$ cat src/rtl/mario_sprite_pkg.sv
// Shared constants, types and the frame base table for the Mario sprite renderer.
package mario_sprite_pkg;

  localparam int SPR_W      = 20;
  localparam int SPR_H      = 40;
  localparam int SPR_SIZE   = SPR_W * SPR_H;
  localparam int NUM_FRAMES = 3;
  localparam int FRAME_HOLD = 6;
  localparam int ADDR_W     = 19;
  localparam int IDX_W      = 4;

  localparam logic [IDX_W-1:0] TRANSPARENT_IDX = 4'h0;

  typedef logic [1:0] anim_frame_t;

  // Frames are stored back to back; a constant table keeps multipliers out of the address path.
  function automatic logic [ADDR_W-1:0] frame_base(input anim_frame_t frame);
    logic [ADDR_W-1:0] base;
    case (frame)
      2'd0:    base = '0;
      2'd1:    base = ADDR_W'(SPR_SIZE);
      2'd2:    base = ADDR_W'(2 * SPR_SIZE);
      default: base = '0;
    endcase
    return base;
  endfunction

endpackage

$ cat src/rtl/mario_anim_seq.sv
// Jump animation sequencer: advances the sprite frame every FRAME_HOLD video
// frames while airborne, and snaps back to frame 0 on the first tick after landing.
//
// anim_frame | meaning
// 0          | standing / take-off pose (also forced whenever not jumping at a tick)
// 1          | mid-jump pose
// 2          | apex pose, wraps back to 0 after its hold time
module mario_anim_seq
  import mario_sprite_pkg::*;
(
  input  logic       CLK,
  input  logic       RESET,
  input  logic       frame_tick,
  input  logic       jumping,
  output logic [1:0] anim_frame
);

  localparam logic [2:0] HOLD_LAST  = 3'(FRAME_HOLD - 1);
  localparam logic [1:0] FRAME_LAST = 2'(NUM_FRAMES - 1);

  logic [2:0]  r_hold_cnt;
  anim_frame_t r_frame;
  logic [2:0]  w_hold_cnt_nxt;
  anim_frame_t w_frame_nxt;

  // Next-state: only a frame_tick can move the sequencer, so jumping is effectively sampled per video frame.
  always_comb begin
    w_hold_cnt_nxt = r_hold_cnt;
    w_frame_nxt    = r_frame;
    if (frame_tick) begin
      if (!jumping) begin
        w_hold_cnt_nxt = '0;
        w_frame_nxt    = '0;
      end else if (r_hold_cnt == HOLD_LAST) begin
        w_hold_cnt_nxt = '0;
        w_frame_nxt    = (r_frame == FRAME_LAST) ? 2'd0 : r_frame + 2'd1;
      end else begin
        w_hold_cnt_nxt = r_hold_cnt + 3'd1;
      end
    end
  end

  // Hold counter and frame register.
  always_ff @(posedge CLK or posedge RESET) begin
    if (RESET) begin
      r_hold_cnt <= '0;
      r_frame    <= '0;
    end else begin
      r_hold_cnt <= w_hold_cnt_nxt;
      r_frame    <= w_frame_nxt;
    end
  end

  assign anim_frame = r_frame;

endmodule

$ cat src/rtl/mario_sprite_renderer.sv
// Mario sprite renderer: turns the raster position into a sprite RAM address and
// gates the returned palette index into a per-pixel index plus opaque flag.
// Latency from DrawX/DrawY to pixel_* is two edges: one for the address register,
// one for the RAM's synchronous read; the output gating uses the registered hit flag.
module mario_sprite_renderer
  import mario_sprite_pkg::*;
(
  input  logic        CLK,
  input  logic        RESET,
  input  logic        frame_tick,
  input  logic        jumping,
  input  logic        facing_left,
  input  logic [9:0]  DrawX,
  input  logic [9:0]  DrawY,
  input  logic [9:0]  MarioX,
  input  logic [9:0]  MarioY,
  output logic [18:0] READ_ADDR,
  input  logic [3:0]  data_out,
  output logic [3:0]  pixel_idx,
  output logic        pixel_valid,
  output logic [1:0]  anim_frame
);

  logic [1:0]        w_anim_frame;
  logic [10:0]       w_dx;
  logic [10:0]       w_dy;
  logic              w_hit;
  logic [4:0]        w_col;
  logic [ADDR_W-1:0] w_dy_ext;
  logic [ADDR_W-1:0] w_row_off;
  logic [ADDR_W-1:0] w_addr;

  logic [ADDR_W-1:0] r_read_addr;
  logic              r_hit_s1;
  logic              r_hit_s2;

  mario_anim_seq u_anim_seq (
    .CLK        (CLK),
    .RESET      (RESET),
    .frame_tick (frame_tick),
    .jumping    (jumping),
    .anim_frame (w_anim_frame)
  );

  // Bit 10 is the borrow: a raster position left of / above the sprite is a miss, never a wrap.
  assign w_dx = {1'b0, DrawX} - {1'b0, MarioX};
  assign w_dy = {1'b0, DrawY} - {1'b0, MarioY};

  assign w_hit = !w_dx[10] && !w_dy[10] &&
                 (w_dx[9:0] < 10'(SPR_W)) && (w_dy[9:0] < 10'(SPR_H));

  // Only meaningful on a hit, where dx < 20 and dy < 40 fit the narrowed fields.
  assign w_col     = facing_left ? (5'(SPR_W - 1) - w_dx[4:0]) : w_dx[4:0];
  assign w_dy_ext  = ADDR_W'(w_dy[5:0]);
  assign w_row_off = (w_dy_ext << 4) + (w_dy_ext << 2);
  assign w_addr    = frame_base(w_anim_frame) + w_row_off + ADDR_W'(w_col);

  // Stage 0/1 registers; the address is held on a miss so the RAM sees no needless toggling.
  always_ff @(posedge CLK or posedge RESET) begin
    if (RESET) begin
      r_read_addr <= '0;
      r_hit_s1    <= 1'b0;
      r_hit_s2    <= 1'b0;
    end else begin
      if (w_hit) begin
        r_read_addr <= w_addr;
      end
      r_hit_s1 <= w_hit;
      r_hit_s2 <= r_hit_s1;
    end
  end

  assign READ_ADDR   = r_read_addr;
  assign pixel_idx   = r_hit_s2 ? data_out : '0;
  assign pixel_valid = r_hit_s2 && (data_out != TRANSPARENT_IDX);
  assign anim_frame  = w_anim_frame;

endmodule

$ cat config.mk
export PLATFORM = sky130hd
export DESIGN_NAME = mario_sprite_renderer
export DESIGN_NICKNAME = d
export VERILOG_FILES = /design/src/rtl/mario_sprite_pkg.sv /design/src/rtl/mario_anim_seq.sv /design/src/rtl/mario_sprite_renderer.sv
export SDC_FILE = /design/constraint.sdc
export NUM_CORES = 1
export LEC_CHECK = 0
export CAP_MARGIN = 10
export CORE_MARGIN = 2
export CORE_UTILIZATION = 43
export CTS_CLUSTER_SIZE = 14
export DETAILED_ROUTE_END_ITERATION = 10
export PLACE_DENSITY = 0.77
export SYNTH_ARGS = -nofsm -noshare
export SYNTH_HDL_FRONTEND = slang
export SYNTH_SLANG_ARGS = --single-unit
export TNS_END_PERCENT = 30
$ cat constraint.sdc
create_clock -name CLK -period 2.5 [get_ports CLK]
set_input_delay 0.375 -clock CLK [delete_from_list [all_inputs] [get_ports CLK]]
set_output_delay 0.375 -clock CLK [all_outputs]
set_load 0.02 [all_outputs]
==> results list <==
* Result of the run: finished with violations
- The checks that failed: setup timing.
- Depth of the most critical reg-to-reg path: 13
- For this run, the number of Yosys warnings is 0.
- Worst-margin pin slew: ~0.75 ns
* Final Power: roughly 2.1 mW
- For this run, the top clock speed supported by timing is between 200 and 300 MHz.
* Final worst path period share: 145%
- Number of instances in the synthesized netlist: 270
- Ranked by instance count, the synthesized netlist is headed by sky130_fd_sc_hd__ha_1, sky130_fd_sc_hd__inv_1, sky130_fd_sc_hd__dfrtp_1, sky130_fd_sc_hd__nor2_1, sky130_fd_sc_hd__o21ai_0.
* Required arrival time at the worst endpoint: approximately 2.6 ns
- Final setup violation count: 12
- The pre-antenna-repair detailed-routing pass consisted of 4 iterations.
- CTS built an H-tree with a depth of 1.
* CP max FO: 3
- Cells with a size suffix above 1 make up 34.0% of the layout.
- In this run the worst hold path is classified as reg2reg.
- DR iter-0 viols: 63
- In this run, post-CTS hold repair placed 0 buffers.
- DPL Wire Length: around 5 mm
- The hold violation total from the final report came to 0.
- Fin nets: 507
* Width of the chip: 79.6 um
- Power spread over the standard cell area amounts to 523 nW/um2.
- Along the worst hold path, the cell count comes to 0.
- Initial antenna violation count: 0
- From synthesis to final layout, the design area changed by 62.7%.
- Counting I/O delays and the setup requirement, the final critical path takes 3.63 ns.
- The number of slew-limit violations in the final report came to 0.
- Clock network latency to the later pin of the worst-skew pair: 0.26 ns
- In the post-synthesis netlist, the cell with the most instances is sky130_fd_sc_hd__ha_1.
- The count of nets left with antenna violations once routing finished came out at 0.
- Ys async rst share: 100%
- In this run the tightest slew margin relative to its limit is about half.
- STA puts the critical path data arrival time at 3.77 ns.
- Diodes inserted: 0
- Row count: 27
* Total congestion overflow after global routing: 0
* Vias in the first global route: 2,540
* Via count: 2,436
* Maximum vdd drop: 0.000317 V
- TritonCTS built the clock tree.
- CP max stage delay: approximately 0.43 ns
- Buffer levels on the longest clock path: 2
- The number of buffers and inverters on the critical path is 3.
- For this design, the sink count on the clock tree is 19.
- Effective utilization at floorplan: 44.6%
- Post-synthesis sequential area ratio: 19.3%
* DRC viols: 0
* #FFs+latches synth: 19
* Distinct cells, synth: 55
- In this run the static leakage power is a little under 2 nW.
- The critical path is of the in2reg type.
- Critical path cell sequence: buf_8, inv_12, ha_4, inv_2, fa_2, a21o_1, a211o_1, a21oi_2, nand2b_4, fa_1, ha_1, a21o_1, a21oi_2, nor2b_1, o21a_1, o41ai_2, xnor2_1, mux2_4
* Total clock buffers created by CTS: 3
- The synthesized design devotes to its leading area cell type 19.8% of total area.
- The worst setup path is launched from a primary input.
- The die is ~80 um tall.
- Place WS: -1.88 ns
- During placement, the flow inserted port buffers numbering 67.
- Setup slack on the worst flop-to-flop path: -0.16 ns
- WL/cell: 13.1 um
- The die covers about 6300 um2.
- The first global-routing pass estimated 10.6 mm of wire.
- All-Layer GR Usage: 20.7%
* Final WS setup: -1.13 ns
* EDFF count, synth: 0
* Total I/O pin count: 75
- Family with the most delay on the worst path: compound AO/OA/AOI/OAI gates
* Clock transition at the registers of the reported paths: approximately 0.080 ns
- Aggregate routed wire length: 6.36 mm
- Avg Vias per Cell: about 5
- Setup repair after global routing missed its margin: true
- By area the synthesized netlist is led by sky130_fd_sc_hd__ha_1, sky130_fd_sc_hd__dfrtp_1, sky130_fd_sc_hd__mux2_4.
- Across the routed clock network, the largest skew measured is between 0.006 and 0.007 ns.
- After filler insertion, the fill cell instance count of the layout stands at slightly above 400.
* Largest net degree at the start of global routing: 20
- The worst setup path is captured at a flop.
- Most used flip-flop cell after synthesis: sky130_fd_sc_hd__dfrtp_1
- Avg Inst Size Synth: 9.11 um2
* Final RePlAce weighted congestion: 0.866
* Cell with the biggest individual delay on the critical path: sky130_fd_sc_hd__fa_1
* Netlist area before placement: 2460 um2
* Placeable core area: 5510 um2
- Largest area contributor in the synthesized netlist: sky130_fd_sc_hd__ha_1
* Number of cells on the critical path: 18
- Max-cap violations in this run came to 0.
- Clock tree synthesis selected as its root buffer the cell sky130_fd_sc_hd__clkbuf_8.
[registers in the layout, summed over array words and instances, names as in the netlist]
register / cells
r_hit_s2: 1
u_anim_seq.anim_frame: 2
READ_ADDR: 12
u_anim_seq.r_hold_cnt: 3
r_hit_s1: 1
[worst reg2reg max path: stages (launching register included)]
cell                       delay (ns)
sky130_fd_sc_hd__dfrtp_1         0.40
sky130_fd_sc_hd__inv_1           0.09
sky130_fd_sc_hd__ha_1            0.18
sky130_fd_sc_hd__inv_1           0.07
sky130_fd_sc_hd__fa_1            0.58
sky130_fd_sc_hd__inv_2           0.05
sky130_fd_sc_hd__ha_4            0.21
sky130_fd_sc_hd__buf_6           0.11
sky130_fd_sc_hd__buf_6           0.11
sky130_fd_sc_hd__a21oi_2         0.14
sky130_fd_sc_hd__o21bai_1        0.10
sky130_fd_sc_hd__a21oi_2         0.17
sky130_fd_sc_hd__xnor2_1         0.09
sky130_fd_sc_hd__mux2_4          0.27
[metal layers]
layer / GRT usage, % / vias to the layer above / share of wire (%)
met4: 5.86 / 0 / 1.7
li1: - / 1223 / -
met1: 22.6 / 1127 / 39
met2: 40.8 / 75 / 54
met5: 0 / - / 0
met3: 2.71 / 11 / 4.8
[layout by cell type (no fill, tap or decap), types with 7 or more instances in the layout]
| cell type | Yosys | routed |
|---|---|---|
| sky130_fd_sc_hd__buf_4 | 7 | 69 |
| sky130_fd_sc_hd__dlygate4sd2_1 | 0 | 7 |
| sky130_fd_sc_hd__nand2_1 | 9 | 8 |
| sky130_fd_sc_hd__dfrtp_1 | 19 | 19 |
| sky130_fd_sc_hd__clkdlybuf4s50_1 | 0 | 56 |
| sky130_fd_sc_hd__ha_1 | 39 | 32 |
| sky130_fd_sc_hd__mux2_4 | 10 | 10 |
| sky130_fd_sc_hd__o21ai_0 | 12 | 11 |
| sky130_fd_sc_hd__nor2_1 | 13 | 13 |
| sky130_fd_sc_hd__inv_2 | 0 | 7 |
| sky130_fd_sc_hd__xnor2_1 | 11 | 10 |
| sky130_fd_sc_hd__conb_1 | 1 | 7 |
| sky130_fd_sc_hd__inv_1 | 38 | 30 |
[logic make-up after synthesis]
kind of cell	count (synthesis)	share of synthesized area [%]
adders and majority gates	45	24.7
xor gates and xnor gates	17	6.06
other	1	0.153
AOI/OAI and AO/OA	64	18.8
muxes	15	8.24
buffers and inverters	46	8.40
DFF	19	19.3
and+or+nand+nor	63	14.2
[metrics by stage]
stage                     util (%)  cells  hold WS [ns]  TNS (ns)  instance area (um2)
final                         72.6    484         0.355     -8.64                 4000
after global routing          72.6    484         0.367    -10.24                 4000
after CTS                     72.4    483         0.360     -8.12                 3990
after detailed placement      67.6    470         0.343    -17.29                 3720
after global placement        67.6    470         0.333    -16.55                 3720
after floorplan                  -    276         0.326     -7.07                 2540
[power by group]
group	switching [mW]	total (mW)	internal [mW]	leakage (nW)
combinational	0.669	1.51	0.839	1.69
clock	0.115	0.227	0.112	0.0217
sequential	0.0232	0.356	0.333	0.260
total	0.807	2.09	1.29	1.97
[what timing repair did]
item,CTS,global route
setup endpoints to repair,13,13
pin swaps,39,19
buffers inserted,10,2
gates cloned,0,0
resized for setup,54,5
[layout make-up]
cell class                 count  area, um2  share of cell area [%]
clock buffer                   3       41.3                    1.03
clock inverter                 1       7.51                   0.188
inverter                      38        155                    3.88
multi-input combinational    211       2010                    50.2
sequential                    19        475                    11.9
tap                           72       90.1                    2.25
timing repair buffer         140       1220                    30.6
[final timing paths]
check	start	to
setup / recovery	DrawX[0]	READ_ADDR[10]
hold / removal	r_hit_s1	r_hit_s2
setup reg to reg	u_anim_seq.anim_frame[0]	READ_ADDR[9]
hold reg to reg	r_hit_s1	r_hit_s2
max in group asynchronous	RESET	READ_ADDR[5]
min in group asynchronous	RESET	u_anim_seq.r_hold_cnt[2]
No activity file was read; power rests on OpenSTA's default activity.
